==> src/rtl/pwm_capture.sv <==
// PWM period / high-time capture with stuck-input timeout.
// Optional glitch filter between synchronizer and edge detect: PWM_CAPTURE_GLITCH_FILTER_EN.
module pwm_capture #(
    parameter int unsigned      WIDTH       = 28,
    parameter logic [WIDTH-1:0] TIMEOUT_CYC = 28'hFFFFFFF
) (
    input  logic             CLK,
    input  logic             RST_N,
    input  logic             PWM_IN,
    input  logic             ACK,
    output logic [WIDTH-1:0] PERIOD_OUT,
    output logic [WIDTH-1:0] HIGH_OUT,
    output logic             VALID,
    output logic             OVERRUN,
    output logic             STUCK
);

    typedef enum logic [1:0] {
        IDLE = 2'd0,
        HIGH = 2'd1,
        LOW  = 2'd2
    } state_e;

    localparam logic [WIDTH-1:0] ONE = WIDTH'(1);

    state_e           state_q;
    logic             sync1_q;
    logic             sync2_q;
    logic             edge_q;
    logic [WIDTH-1:0] cnt_q;
    logic [WIDTH-1:0] high_cnt_q;
    logic [WIDTH-1:0] period_q;
    logic [WIDTH-1:0] high_q;
    logic             valid_q;
    logic             overrun_q;
    logic             stuck_q;

    logic             lvl_d;
    logic             rise;
    logic             fall;
    logic             at_limit;
    logic             complete;

    always_ff @(posedge CLK or negedge RST_N) begin
        if (!RST_N) begin
            sync1_q <= 1'b0;
            sync2_q <= 1'b0;
        end else begin
            sync1_q <= PWM_IN;
            sync2_q <= sync1_q;
        end
    end

`ifdef PWM_CAPTURE_GLITCH_FILTER_EN
    logic [1:0] hist_q;

    always_ff @(posedge CLK or negedge RST_N) begin
        if (!RST_N) begin
            hist_q <= 2'b00;
        end else begin
            hist_q <= {hist_q[0], sync2_q};
        end
    end

    // Three equal samples move the level; otherwise hold the last accepted level.
    assign lvl_d = (sync2_q == hist_q[0] && sync2_q == hist_q[1]) ? sync2_q : edge_q;
`else
    assign lvl_d = sync2_q;
`endif

    assign rise     = lvl_d & ~edge_q;
    assign fall     = ~lvl_d & edge_q;
    assign at_limit = (cnt_q == TIMEOUT_CYC);
    assign complete = (state_q == LOW) && rise;

    always_ff @(posedge CLK or negedge RST_N) begin
        if (!RST_N) begin
            state_q    <= IDLE;
            edge_q     <= 1'b0;
            cnt_q      <= '0;
            high_cnt_q <= '0;
            period_q   <= '0;
            high_q     <= '0;
            valid_q    <= 1'b0;
            overrun_q  <= 1'b0;
            stuck_q    <= 1'b0;
        end else begin
            edge_q <= lvl_d;
            if (rise) begin
                stuck_q <= 1'b0;
            end

            unique case (state_q)
                IDLE: begin
                    if (rise) begin
                        state_q <= HIGH;
                        cnt_q   <= ONE;
                    end else begin
                        cnt_q <= '0;
                    end
                end
                HIGH: begin
                    if (at_limit) begin
                        state_q <= IDLE;
                        cnt_q   <= '0;
                        stuck_q <= 1'b1;
                    end else if (fall) begin
                        state_q    <= LOW;
                        high_cnt_q <= cnt_q;
                        cnt_q      <= cnt_q + ONE;
                    end else begin
                        cnt_q <= cnt_q + ONE;
                    end
                end
                LOW: begin
                    // The completing rise also starts the next period's count.
                    if (rise) begin
                        state_q <= HIGH;
                        cnt_q   <= ONE;
                    end else if (at_limit) begin
                        state_q <= IDLE;
                        cnt_q   <= '0;
                        stuck_q <= 1'b1;
                    end else begin
                        cnt_q <= cnt_q + ONE;
                    end
                end
                default: begin
                    state_q <= IDLE;
                    cnt_q   <= '0;
                end
            endcase

            if (complete) begin
                period_q <= cnt_q;
                high_q   <= high_cnt_q;
                valid_q  <= 1'b1;
                if (valid_q && !ACK) begin
                    overrun_q <= 1'b1;
                end
            end else if (ACK && valid_q) begin
                valid_q   <= 1'b0;
                overrun_q <= 1'b0;
            end
        end
    end

    assign PERIOD_OUT = period_q;
    assign HIGH_OUT   = high_q;
    assign VALID      = valid_q;
    assign OVERRUN    = overrun_q;
    assign STUCK      = stuck_q;

endmodule

==> config.mk <==
export PLATFORM = sky130hd
export DESIGN_NAME = pwm_capture
export DESIGN_NICKNAME = d
export VERILOG_FILES = /design/src/rtl/pwm_capture.sv
export SDC_FILE = /design/constraint.sdc
export NUM_CORES = 1
export LEC_CHECK = 0
export ABC_AREA = 1
export CORE_ASPECT_RATIO = 1.25
export CORE_MARGIN = 3
export CORE_UTILIZATION = 40
export CTS_CLUSTER_DIAMETER = 120
export DETAILED_ROUTE_END_ITERATION = 10
export GPL_TIMING_DRIVEN = 0
export PLACE_DENSITY = 0.67
export SETUP_SLACK_MARGIN = 0.3
export SLEW_MARGIN = 40
export SYNTH_ARGS = -nofsm -noshare
export SYNTH_HDL_FRONTEND = slang
export SYNTH_SLANG_ARGS = --single-unit
==> constraint.sdc <==
create_clock -name CLK -period 3.9 [get_ports CLK]
set_input_delay 0.78 -clock CLK [delete_from_list [all_inputs] [get_ports CLK]]
set_output_delay 0.78 -clock CLK [all_outputs]
set_load 0.01 [all_outputs]
==> reports/metrics.cfg, run 1 <==
[cts]
clock_sinks=120
h-tree-depth=4
cts_tree=built
cts_hold_buf=0
clockBufferDepth=2
insertion_delay_ns=0.41
ctsResizeCount=0
cts_made_buffers=17
cts.clk_slew.worst_paths_ns=0.05
root_buffer=clkbuf_16
cts_setup_buffers=0

[grt]
met1_usage=0.217
grt_max_degree=65
antenna_found_initial=0
top_usage_layer=met2
grt_pass1_wl_mm=19.2
grt_overflow=0
grt_use_total=0.170
gr-usage-met2=0.279
grt_pass1_vias=3936
use_met3=0.0363

[routing]
drc_errors=0
viasPerCell=4.88
num_vias=3710
first_iter_violations=170
ant_nets=0
wl_mm=10.8
drtPass1Iterations=5
wl_per_cell_microns=14.3

[floorplan]
num_io_pins=63
core_area_sq_um=12300
dieArea_sq_um=14100
dieWidth_microns=107
initial_core_util=0.413
num_rows=45
die_height_microns=132

[logic_synthesis]
synthFlopType=dfrtp_1
yosys_warnings=0
netlist_top_cells_area=dfrtp_1, nand2_1, mux2_2
ys_seq_area_frac=0.592
synth_most_common_cell=dfrtp_1
synth_common_cells=dfrtp_1, nand2_1, nor2_1, inv_1, o21ai_0
async_reset_ff_frac=1.00
netlist_area_sq_um=5070
synth_top_cell_by_area=dfrtp_1
synth_nets=511
ys_seq_elements=120
yosysTopAreaCellShare=0.592
synth_edf_count=0
synth.distinct_cells=32
netlist_instances=502
postSynthAreaPerCell_sq_um=10.1

[job]
cap_violations=0

[setup_path]
crit_path_cell_trace=clkdlybuf4s50_1
cp.required_ns=3.12
cp.arrival_ns=1.35
criticalPathCategory=reg2out
worstSetupEndpointType=output port
crit_cells=1
startpoint=PERIOD_OUT[11]
critPathLaunchType=flop
endpoint=PERIOD_OUT[11]
cpMaxStageDelayCell=clkdlybuf4s50_1
crit_buf_inv=1
r2r-end=PERIOD_OUT[23]
r2r_slack_ns=1.85
reg2reg_depth=7
max_stage_delay_ns=0.56
reg2reg_from=state_q[0]
cp_max_fo=2
critical-path-top-delay-family=buffers and inverters

[status]
status=complete, no violations

[finish]
drive_gt1_frac=0.173
fillers=1140
nets=593
syn_to_final_growth_pct=28.1
n_antenna_cell=0
final_util=0.530

[pwr]
irDropWorstVdd_mv=0.224
seq_power_share=0.407
p_leak_nw=2.90
p_switching_mw=0.863
internal-power_mw=2.42
p_comb_frac=0.143
switching_share=0.263
p_per_area_nw_per_um2=505
clkPwrFrac=0.450

[sta]
totalNegativeSetupSlack_ns=0
fin_crit_sh=0.545
whs_ns=0.304
max_slew_margin=0.608
timing.final.ws_setup_ns=1.77
hold_violations=0
maxSlewViolCount=0
fmax_mhz=470
tightest_slew_ns=0.589
rsz0062_at_grt=false
setup_viol=0
fin_skew_ns=0.00993
period_needed_ns=2.13

[placed_design]
place_congestion=0.853
io_buffer_count=62
pre_cts_ws_ns=1.85
dp_hpwl_mm=7.66

[worst_hold_path]
hold_class=in2async

-- stage by stage --
step | instances | instance area, sq um | total power, mW
after floorplan | 502 | 5070 | 1.64
after global placement | 728 | 5900 | 1.80
after detailed placement | 729 | 5930 | 1.83
after CTS | 760 | 6500 | 3.31
after global routing | 760 | 6500 | 3.43
final | 760 | 6500 | 3.28
-- logic make-up (layout without fill, tap and decap cells) --
kind of cell,Yosys count,in the layout,share of synthesized area
flip-flops,120,120,0.592
adder cells (fa/ha/maj),5,5,0.0123
AND/OR/NAND/NOR,200,200,0.167
multiplexers,28,28,0.0621
XOR/XNOR,12,12,0.0207
AO/OA/AOI/OAI,74,74,0.0903
buffers and inverters,63,157,0.0555
-- worst reg2reg max path: cells and delay by family, from the launching register on --
kind | cells | cell delay (ns)
compound gates | 1 | 0.09
fa+ha+maj | 1 | 0.25
buf+inv | 3 | 0.86
flops | 1 | 0.39
simple gates | 2 | 0.38
-- sequential cells by signal, indices dropped and copies added (netlist names) --
signal and flops:
PERIOD_OUT 28, STUCK 1, state_q 2, VALID 1
edge_q 1, high_cnt_q 28, sync1_q 1, lvl_d 1
OVERRUN 1, HIGH_OUT 28, cnt_q 28
-- worst min path at each step --
| stage | from | to | slack, ns | depth (start not counted) |
|---|---|---|---|---|
| finish | RST_N | high_cnt_q[21] | 0.30 | 1 |
| global placement | sync1_q | lvl_d | 0.33 | 0 |
| detailed placement | sync1_q | lvl_d | 0.34 | 0 |
| global route | RST_N | HIGH_OUT[17] | 0.32 | 1 |
| CTS | RST_N | HIGH_OUT[17] | 0.31 | 1 |
| floorplan | sync1_q | lvl_d | 0.33 | 0 |
-- metal layers --
layer	vias up	wire [microns]
met1	1827	4860
li1	1793	-
met4	0	144
met5	-	0
met2	79	5430
met3	11	407
-- final cells by class --
| class | count | area, sq um | share of cell area |
|---|---|---|---|
| Timing Repair Buffer | 63 | 653 | 0.100 |
| Multi-Input combinational cell | 319 | 1790 | 0.275 |
| Buffer | 17 | 109 | 0.0167 |
| Inverter | 46 | 173 | 0.0266 |
| Tap cell | 164 | 205 | 0.0316 |
| Sequential cell | 120 | 3000 | 0.462 |
| Clock buffer | 24 | 502 | 0.0772 |
| Clock inverter | 7 | 67.6 | 0.0104 |
-- power by group through the flow --
stage	sequential (mW)	clock (mW)	combinational, mW
2_1_floorplan	1.36	0	0.278
3_3_place_gp	1.35	0	0.448
3_5_place_dp	1.36	0	0.468
4_1_cts	1.34	1.50	0.470
5_1_grt	1.35	1.57	0.519
6_report	1.34	1.48	0.469
-- placed cells by master (no fill, tap or decap), drive strengths merged, types with 4 or more instances in the layout --
cell type      count
xor2              12
clkbuf            30
a21oi              7
nand2            119
dfrtp            120
nor3               4
buf               13
ha                 5
nand3             18
mux2              28
inv               46
o21ai             62
nor2              51
clkdlybuf4s50     61
Note: power is estimated with default switching activity, not from simulation.
==> inputs of run 2 (changes only) <==
==> constraint.sdc (replaced) <==
create_clock -name CLK -period 2 [get_ports CLK]
set_input_delay 0.4 -clock CLK [delete_from_list [all_inputs] [get_ports CLK]]
set_output_delay 0.4 -clock CLK [all_outputs]
set_load 0.01 [all_outputs]
==> reports/metrics.cfg, run 2 (synthesized netlist as in run 1, its figures left out) <==
[status]
status=complete, no violations

[cts]
cts_tree=built
clock_sinks=120
h-tree-depth=4
cts.clk_slew.worst_paths_ns=0.06
cts_made_buffers=17
root_buffer=clkbuf_16
clockBufferDepth=2
insertion_delay_ns=0.41

[setup_path]
cp_max_fo=7
cp.required_ns=2.34
criticalPathCategory=reg2reg
cp.arrival_ns=2.01
critPathLaunchType=flop
worstSetupEndpointType=flop

[sta]
rsz0062_at_grt=true
fin_skew_ns=0.00664
setup_viol=0
fmax_mhz=599
fin_crit_sh=0.835
period_needed_ns=1.67
maxSlewViolCount=0
max_slew_margin=0.704
tightest_slew_ns=0.444
whs_ns=0.347
totalNegativeSetupSlack_ns=0
hold_violations=0

[pwr]
power_mw=6.58
p_leak_nw=3.58
p_per_area_nw_per_um2=967
irDropWorstVdd_mv=0.455

[routing]
num_vias=3764
drtPass1Iterations=4
wl_per_cell_microns=14.6
viasPerCell=4.86
first_iter_violations=201
wl_mm=11.3
ant_nets=0
drc_errors=0

[worst_hold_path]
hold_class=reg2reg

[floorplan]
num_rows=45
core_area_sq_um=12300
dieArea_sq_um=14100
dieWidth_microns=107
die_height_microns=132
num_io_pins=63
initial_core_util=0.413

[placed_design]
io_buffer_count=62
dp_hpwl_mm=7.66
place_inst=729
place_congestion=0.853

[grt]
grt_overflow=0
antenna_found_initial=0
grt_use_total=0.171
grt_pass1_wl_mm=19.3
grt_max_degree=65
grt_pass1_vias=3976

[finish]
fillers=1106
syn_to_final_growth_pct=34.1
fin_cells=775
drive_gt1_frac=0.223
nets=608
n_antenna_cell=0
layout_commonest_cell=dfrtp_1
layout_common_cells=dfrtp_1, nand2_1, inv_1

[job]
cap_violations=0

-- run 2: cell types whose count changed in the layout (fill, tap and decap cells not counted), sizes merged --
cell,delta
buf,+14
clkdlybuf4s50,-59
dlygate4sd2,+41
dlygate4sd3,+1
dlymetal6s2s,+18
-- run 2: area by class of cell --
class	instances	area, sq um	area share
Clock inverter	7	67.6	0.00993
Clock buffer	24	502	0.0738
Tap cell	164	205	0.0302
Timing Repair Buffer	78	790	0.116
Sequential cell	120	3000	0.441
Buffer	17	183	0.0269
Inverter	46	173	0.0254
Multi-Input combinational cell	319	1880	0.276
-- run 2: power breakdown --
group          switching [mW]  leakage, nW  internal (mW)  total (mW)
combinational           0.639         1.64          0.438        1.08
sequential             0.0748         1.66           2.54        2.61
clock                    1.03        0.274           1.86        2.89
-- run 2: worst max-delay path: stages (launching register included) --
cell,delay [ns]
dfrtp_1,0.41
ha_4,0.16
nand2_2,0.09
nor2_2,0.11
nand2_2,0.09
nor2_4,0.15
nand2_4,0.09
nand3_4,0.08
buf_12,0.15
clkbuf_16,0.15
nand2_1,0.06
o21ai_2,0.05
-- run 2: worst paths after layout --
| check | startpoint | end | slack [ns] | depth (start not counted) |
|---|---|---|---|---|
| max | cnt_q[1] | high_cnt_q[11] | 0.33 | 11 |
| min | sync1_q | lvl_d | 0.35 | 0 |
| max reg2reg | cnt_q[1] | high_cnt_q[11] | 0.33 | 11 |
| min reg2reg | sync1_q | lvl_d | 0.35 | 0 |
| max in group asynchronous | RST_N | cnt_q[2] | 0.84 | 3 |
| min in group asynchronous | RST_N | HIGH_OUT[17] | 0.51 | 2 |
-- run 2: per-layer routing --
metal  global-route usage  up-vias  wire length (microns)
met4               0.0739        0                    197
met5                    0        -                      0
met2                0.284       65                   5840
li1                     -     1825                      -
met3               0.0367       16                    322
met1                0.216     1858                   4930
-- run 2: per-stage QoR --
stage,utilization,area [sq um],worst slack [ns]
finish,0.554,6800,0.330
global route,0.554,6800,0.197
CTS,0.534,6550,0.288
detailed placement,0.483,5930,-0.0523
global placement,0.481,5900,-3.98
floorplan,-,5070,0.431
-- run 2: repair_timing --
item                                    CTS  global route
gates resized for setup                  60            49
endpoints found under the setup margin  153           123
endpoints found under the hold margin    56             0
hold buffers                              1             0
cloned                                    0             2
pin swaps                                 2             4
buffers inserted                          5             7
